$ cat src/rtl/button_pkg.sv
// Shared types and constants for the front-panel button controller.
package button_pkg;

  // Channel classification. Status=1 is always IDLE; otherwise the hold timer picks the state.
  typedef enum logic [1:0] {
    ST_IDLE  = 2'd0,
    ST_PRESS = 2'd1,
    ST_HELD  = 2'd2,
    ST_LONG  = 2'd3
  } btn_state_e;

  // Default hold thresholds in 125 ms ticks.
  localparam int INT_1S  = 7;
  localparam int LONG_4S = 31;

  // Debounce compare patterns, sliced to DEB_DEPTH (max 8) by the user.
  localparam logic [7:0] DEB_ONES  = 8'hFF;
  localparam logic [7:0] DEB_ZEROS = 8'h00;

endpackage

$ cat src/rtl/button_channel.sv
// One button channel: debounce, Status, hold timer, state, per-channel outputs.
// Optional stuck-button detection is built when BTN_STUCK_DETECT_EN is defined.
module button_channel
  import button_pkg::*;
#(
  parameter int DEB_DEPTH   = 3,
  parameter int TMR_W       = 6,
  parameter int INT_TICKS   = INT_1S,
  parameter int LONG_TICKS  = LONG_4S,
  parameter bit STROBE_MODE = 1'b0
) (
  input  logic SlowClock,
  input  logic MainReset,
  input  logic strobe16_i,
  input  logic strobe125_i,
  input  logic btn_n_i,
  output logic btn_out_o,
  output logic press_irq_o,
  output logic release_irq_o,
  output logic long_press_o
`ifdef BTN_STUCK_DETECT_EN
  ,
  output logic stuck_o
`endif
);

  localparam logic [TMR_W-1:0] TMR_MAX = '1;
  localparam logic [TMR_W-1:0] INT_T   = TMR_W'(INT_TICKS);
  localparam logic [TMR_W-1:0] LONG_T  = TMR_W'(LONG_TICKS);

  logic [DEB_DEPTH-1:0] deb_q, deb_d;
  logic [TMR_W-1:0]     timer_q, timer_d;
  btn_state_e           state_q, state_d;
  logic                 status, status_d;
  logic                 release_evt, suppress;
  logic                 press_q, release_q, long_q, strobe_q;

  // Status (1 = released) is exactly "state is IDLE", so the FSM register holds it.
  assign status = (state_q == ST_IDLE);

  // Next-state: debounce shift, Status hysteresis, saturating timer on pre-update Status.
  always_comb begin
    deb_d       = deb_q;
    status_d    = status;
    timer_d     = timer_q;
    release_evt = 1'b0;
    if (strobe16_i) begin
      deb_d = {deb_q[DEB_DEPTH-2:0], btn_n_i};
      if (deb_d == DEB_ONES[DEB_DEPTH-1:0]) begin
        status_d    = 1'b1;
        release_evt = !status;
      end else if (deb_d == DEB_ZEROS[DEB_DEPTH-1:0]) begin
        status_d = 1'b0;
      end
    end
    if (strobe125_i) begin
      if (status)                  timer_d = '0;
      else if (timer_q != TMR_MAX) timer_d = timer_q + 1'b1;
    end
    if (status_d)               state_d = ST_IDLE;
    else if (timer_d >= LONG_T) state_d = ST_LONG;
    else if (timer_d >= INT_T)  state_d = ST_HELD;
    else                        state_d = ST_PRESS;
  end

  // Channel FSM and registered outputs; IRQ/strobe terms use the pre-edge timer.
  always_ff @(posedge SlowClock or negedge MainReset) begin
    if (!MainReset) begin
      deb_q     <= '1;
      timer_q   <= '0;
      state_q   <= ST_IDLE;
      press_q   <= 1'b0;
      release_q <= 1'b0;
      long_q    <= 1'b0;
      strobe_q  <= 1'b1;
    end else begin
      deb_q     <= deb_d;
      timer_q   <= timer_d;
      state_q   <= state_d;
      press_q   <= strobe125_i && (timer_q == INT_T) && !suppress;
      release_q <= release_evt && !suppress;
      long_q    <= (timer_q >= LONG_T);
      strobe_q  <= (timer_q != LONG_T);
    end
  end

`ifdef BTN_STUCK_DETECT_EN
  logic stuck_q;

  // Stuck latches when the timer saturates and holds until the debounced release.
  always_ff @(posedge SlowClock or negedge MainReset) begin
    if (!MainReset)                            stuck_q <= 1'b0;
    else if (release_evt)                      stuck_q <= 1'b0;
    else if (!status_d && timer_d == TMR_MAX)  stuck_q <= 1'b1;
  end

  assign suppress = stuck_q;
  assign stuck_o  = stuck_q;
`else
  assign suppress = 1'b0;
`endif

  assign btn_out_o     = suppress | (STROBE_MODE ? strobe_q : status);
  assign press_irq_o   = press_q;
  assign release_irq_o = release_q;
  assign long_press_o  = long_q;

endmodule

$ cat src/rtl/button_array_ctrl.sv
// N-channel front-panel button controller on SlowClock (32,768 Hz).
// Top keeps only IrqPending and the Inhibit override; channels do the rest.
// Define BTN_STUCK_DETECT_EN to add the per-channel Stuck output.
module button_array_ctrl
  import button_pkg::*;
#(
  parameter int               N_BTN      = 2,
  parameter int               DEB_DEPTH  = 3,
  parameter int               TMR_W      = 6,
  parameter int               INT_TICKS  = INT_1S,
  parameter int               LONG_TICKS = LONG_4S,
  parameter logic [N_BTN-1:0] RST_MASK   = N_BTN'(2'b10)
) (
  input  logic             SlowClock,
  input  logic             MainReset,
  input  logic             Strobe16ms,
  input  logic             Strobe125ms,
  input  logic [N_BTN-1:0] ButtonIn,
  input  logic [N_BTN-1:0] Inhibit,
  input  logic [N_BTN-1:0] IrqAck,
  output logic [N_BTN-1:0] ButtonOut,
  output logic [N_BTN-1:0] PressIrq,
  output logic [N_BTN-1:0] ReleaseIrq,
  output logic [N_BTN-1:0] LongPress,
  output logic [N_BTN-1:0] IrqPending
`ifdef BTN_STUCK_DETECT_EN
  ,
  output logic [N_BTN-1:0] Stuck
`endif
);

  if (!(INT_TICKS < LONG_TICKS && LONG_TICKS < (1 << TMR_W))) begin : g_bad_ticks
    $error("button_array_ctrl: need INT_TICKS < LONG_TICKS < 2**TMR_W");
  end
  if (DEB_DEPTH < 2 || DEB_DEPTH > 8) begin : g_bad_deb
    $error("button_array_ctrl: DEB_DEPTH must be 2..8");
  end

  logic [N_BTN-1:0] ch_out;
  logic [N_BTN-1:0] pend_q, pend_d;

  for (genvar i = 0; i < N_BTN; i++) begin : g_ch
    button_channel #(
      .DEB_DEPTH  (DEB_DEPTH),
      .TMR_W      (TMR_W),
      .INT_TICKS  (INT_TICKS),
      .LONG_TICKS (LONG_TICKS),
      .STROBE_MODE(RST_MASK[i])
    ) u_ch (
      .SlowClock    (SlowClock),
      .MainReset    (MainReset),
      .strobe16_i   (Strobe16ms),
      .strobe125_i  (Strobe125ms),
      .btn_n_i      (ButtonIn[i]),
      .btn_out_o    (ch_out[i]),
      .press_irq_o  (PressIrq[i]),
      .release_irq_o(ReleaseIrq[i]),
      .long_press_o (LongPress[i])
`ifdef BTN_STUCK_DETECT_EN
      ,
      .stuck_o      (Stuck[i])
`endif
    );
  end

  // New IRQ pulses win over an ack landing in the same cycle.
  assign pend_d = (pend_q & ~IrqAck) | PressIrq | ReleaseIrq;

  // Sticky interrupt status.
  always_ff @(posedge SlowClock or negedge MainReset) begin
    if (!MainReset) pend_q <= '0;
    else            pend_q <= pend_d;
  end

  assign IrqPending = pend_q;
  assign ButtonOut  = ch_out | Inhibit;

endmodule

$ cat config.mk
export PLATFORM = sky130hd
export DESIGN_NAME = button_array_ctrl
export DESIGN_NICKNAME = d
export VERILOG_FILES = /design/src/rtl/button_pkg.sv /design/src/rtl/button_channel.sv /design/src/rtl/button_array_ctrl.sv
export SDC_FILE = /design/constraint.sdc
export NUM_CORES = 1
export LEC_CHECK = 0
export CAP_MARGIN = 20
export CORE_ASPECT_RATIO = 0.8
export CORE_MARGIN = 2
export CORE_UTILIZATION = 30
export CTS_CLUSTER_DIAMETER = 50
export DETAILED_ROUTE_END_ITERATION = 12
export PLACE_DENSITY = 0.51
export RECOVER_POWER = 25
export SYNTH_ARGS = -nofsm -noshare
export SYNTH_HDL_FRONTEND = slang
export SYNTH_HIERARCHICAL = 1
export SYNTH_SLANG_ARGS = --single-unit
export TNS_END_PERCENT = 100
$ cat constraint.sdc
create_clock -name SlowClock -period 2 [get_ports SlowClock]
set_input_delay 0.3 -clock SlowClock [delete_from_list [all_inputs] [get_ports SlowClock]]
set_output_delay 0.3 -clock SlowClock [all_outputs]
set_load 0.005 [all_outputs]
==> results.md <==
- Status: finished, violations left
- Failing checks: DRC
- Slew Limit Fails: 0
- HPWL Detailed: 2503 µm
- FF-to-FF Start: g_ch[1].u_ch/timer_q[1]
- Worst path required time: 1.70 ns
- Syn Nets: 171
- Die H: 69.46 µm
- P&R area growth vs syn: 23.52%
- Final setup TNS: 0 ns
- Crit path cell chain: or2_4 > inv_4 > or2_1 > clkdlybuf4s50_1
- MaxCap Viol Count: 0
- WL final: 3548 µm
- # rows: 23
- Total power: 2.038 mW
- R2r endpoint: g_ch[1].u_ch/state_q[0]
- Worst ir drop on vdd: 339.6 µV
- Final net count: 196
- Slew @ Worst Pin: 0.7394 ns
- Initial Util: 0.3154
- Crit start category: register
- Maximum fanout along the worst path: 6
- Placed insts: 237
- Clock Latency Late Sink: 0.28 ns
- Die width: 85.82 µm
- Number of global-route vias before repair: 1,277
- WL/cell: 14.36 µm
- TritonCTS clock tree: built
- Primary FF master, synth: dfrtp_1
- Cell area after synthesis: 1607 µm²
- Clk slew on worst S/H paths: 0.07 ns
- Vias/cell: 5.170
- Final setup vio count: 0
- Share of layout cells above drive strength 1: 0.2432
- Diode count: 0
- Asr flop ratio synth: 1.000
- DRT iter0 DRCs: 78
- Global-route wire length before repair: 6147 µm
- CP max-delay cell: clkdlybuf4s50_1
- Arr. time, crit path: 1.63 ns
- Die Footprint: 5960 µm²
- Maximum level of the CTS H-tree: 2
- Most common cell after layout, fill and taps aside: dfrtp_1
- Routed Antenna Nets: 0
- Worst setup path endpoint: ButtonOut[0]
- Post-synth EDFFs: 0
- GRT overflow: 0
- CTS sink cnt: 29
- Tot GR Track Use: 0.1318
- Final Non-Filler Cells: 247
- Pwr dens: 1027 nW/µm²
- DRC Markers: 2
- 1st-pass router iterations: 10
- Most frequent cells in the layout: 24 x dfrtp_1, 18 x clkdlybuf4s50_1, 13 x nor2_1
- Critical path capture point type: output pin
- Initial antenna violation count: 0
- Synth Area per Inst: 10.10 µm²
- IO buf count: 19
- Tcrit/Tclk final: 0.9638
- P_leak: 0.8372 nW
- Seq cells post-synth: 29
- Synth cell types: 49
- Max incr delay on CP: 0.49 ns
- Sequential share of the synthesized area: 0.4556
- Worst r2r path cells: 6
- CTS Buffer Depth: 2
- Fmax: 518.8 MHz
- Core Util, Final: 0.3896
- HP Class: reg -> reg
- Final hold slack: 0.4775 ns
- Fill count: 494
- Vias: 1,277
- CTS Root Buffer Type: clkbuf_8
- Cells after synthesis: 159
- Final setup skew: 0.004456 ns
- Crit path kind: reg -> out
- YS warnings: 6
- Pin count of the biggest net entering global routing: 30
- Reg-to-reg setup timing slack: 0.13 ns
- GP Congestion: 0.8386
- Core ar.: 5094 µm²
- Count of final hold-check violations: 0
- Fin crit period: 1.928 ns
- Slew headroom: 0.5070
- Cts bufs inserted: 5
- Crit path from: g_ch[0].u_ch/state_q[0]
- Ports: 20
[cell families after synthesis]
group / Yosys count / share of synthesized area
AOI/OAI and AO/OA: 42 / 0.2002
adders and majority gates: 2 / 0.01557
buffers and inverters: 19 / 0.07242
DFF: 29 / 0.4556
muxes: 7 / 0.04984
and+or+nand+nor: 60 / 0.2064
[Yosys cell counts, drive strengths merged, types with 2 or more instances]
cell type | number | area [µm²]
mux2 | 5 | 56.30
a31oi | 3 | 18.77
ha | 2 | 25.02
nand2b | 4 | 25.02
nor4 | 3 | 18.77
nor2 | 13 | 48.80
and3 | 3 | 18.77
a32o | 3 | 30.03
a21oi | 12 | 67.57
buf | 9 | 75.06
o31ai | 3 | 22.52
or2 | 5 | 31.28
nand2 | 9 | 33.78
nor2b | 2 | 12.51
a41oi | 4 | 35.03
o21ai | 6 | 30.03
a211o | 2 | 18.77
dfrtp | 24 | 600.6
and4 | 3 | 32.53
mux2i | 2 | 23.77
inv | 8 | 32.53
a32oi | 2 | 25.03
nand3 | 9 | 45.04
dfstp | 5 | 131.4
clkbuf | 2 | 8.750
nand4 | 4 | 25.02
[layer usage]
metal | wire [µm] | global-route usage | vias up | share of wire
met5 | 0 | 0 | - | 0
met4 | 61 | 0.06526 | 0 | 0.017
met3 | 167 | 0.03690 | 5 | 0.047
met2 | 1487 | 0.1806 | 34 | 0.42
met1 | 1832 | 0.1882 | 600 | 0.52
li1 | - | - | 638 | -
[cell type report]
class / instances / area (µm²) / area share
flip-flops and latches: 29 / 732.0 / 0.3689
clock buffers: 7 / 96.34 / 0.04855
clock inverters: 1 / 5.005 / 0.002522
well taps: 62 / 77.57 / 0.03909
repair buffers: 29 / 275.3 / 0.1387
multi-input cells: 111 / 765.7 / 0.3859
inverters: 8 / 32.53 / 0.01639
[registers in the layout (all words and copies together) (netlist names)]
name	cells
g_ch.u_ch/deb_q	4
g_ch.u_ch/btn_out_o	1
g_ch.u_ch/press_irq_o	2
g_ch.u_ch/long_press_o	2
g_ch.u_ch/release_irq_o	2
g_ch.u_ch/state_q	4
g_ch.u_ch/timer_q	12
IrqPending	2
[per-stage QoR]
| step | setup slack, ns | area (µm²) |
|---|---|---|
| 6_report | 0.07248 | 1984 |
| 5_1_grt | -0.000007550 | 1984 |
| 4_1_cts | 0.06105 | 1967 |
| 3_5_place_dp | -0.007994 | 1863 |
| 3_3_place_gp | 0.02991 | 1863 |
| 2_1_floorplan | 0.2016 | 1607 |
[timing repair]
item | 4_1_cts | 5_1_grt
pin swaps | 0 | 1
setup endpoints to repair | 1 | 3
hold buffers | 0 | 0
buffers inserted | 0 | 2
gates resized for setup | 1 | 2
hold endpoints to repair | 0 | 0
[worst max-delay path: cells and delay by family (launching register included)]
kind	cells	cell delay, ns
simple gates	2	0.39
flops	1	0.38
buf+inv	2	0.58
[how the worst min path moves through the flow]
stage / slack [ns] / depth (start not counted) / start / to
2_1_floorplan: 0.004 / 0 / MainReset / IrqPending[0]
3_3_place_gp: 0.46 / 2 / g_ch[0].u_ch/release_irq_o / IrqPending[0]
3_5_place_dp: 0.47 / 2 / g_ch[1].u_ch/release_irq_o / IrqPending[1]
4_1_cts: 0.42 / 2 / MainReset / g_ch[1].u_ch/timer_q[4]
5_1_grt: 0.53 / 2 / g_ch[1].u_ch/release_irq_o / IrqPending[1]
6_report: 0.48 / 2 / g_ch[0].u_ch/release_irq_o / IrqPending[0]
[report_power, final]
group	total, mW	internal, mW	switching (mW)
registers	0.824	0.704	0.120
clock network	0.544	0.311	0.233
logic	0.670	0.319	0.351
total	2.04	1.33	0.704
No activity file was read; power rests on OpenSTA's default activity.
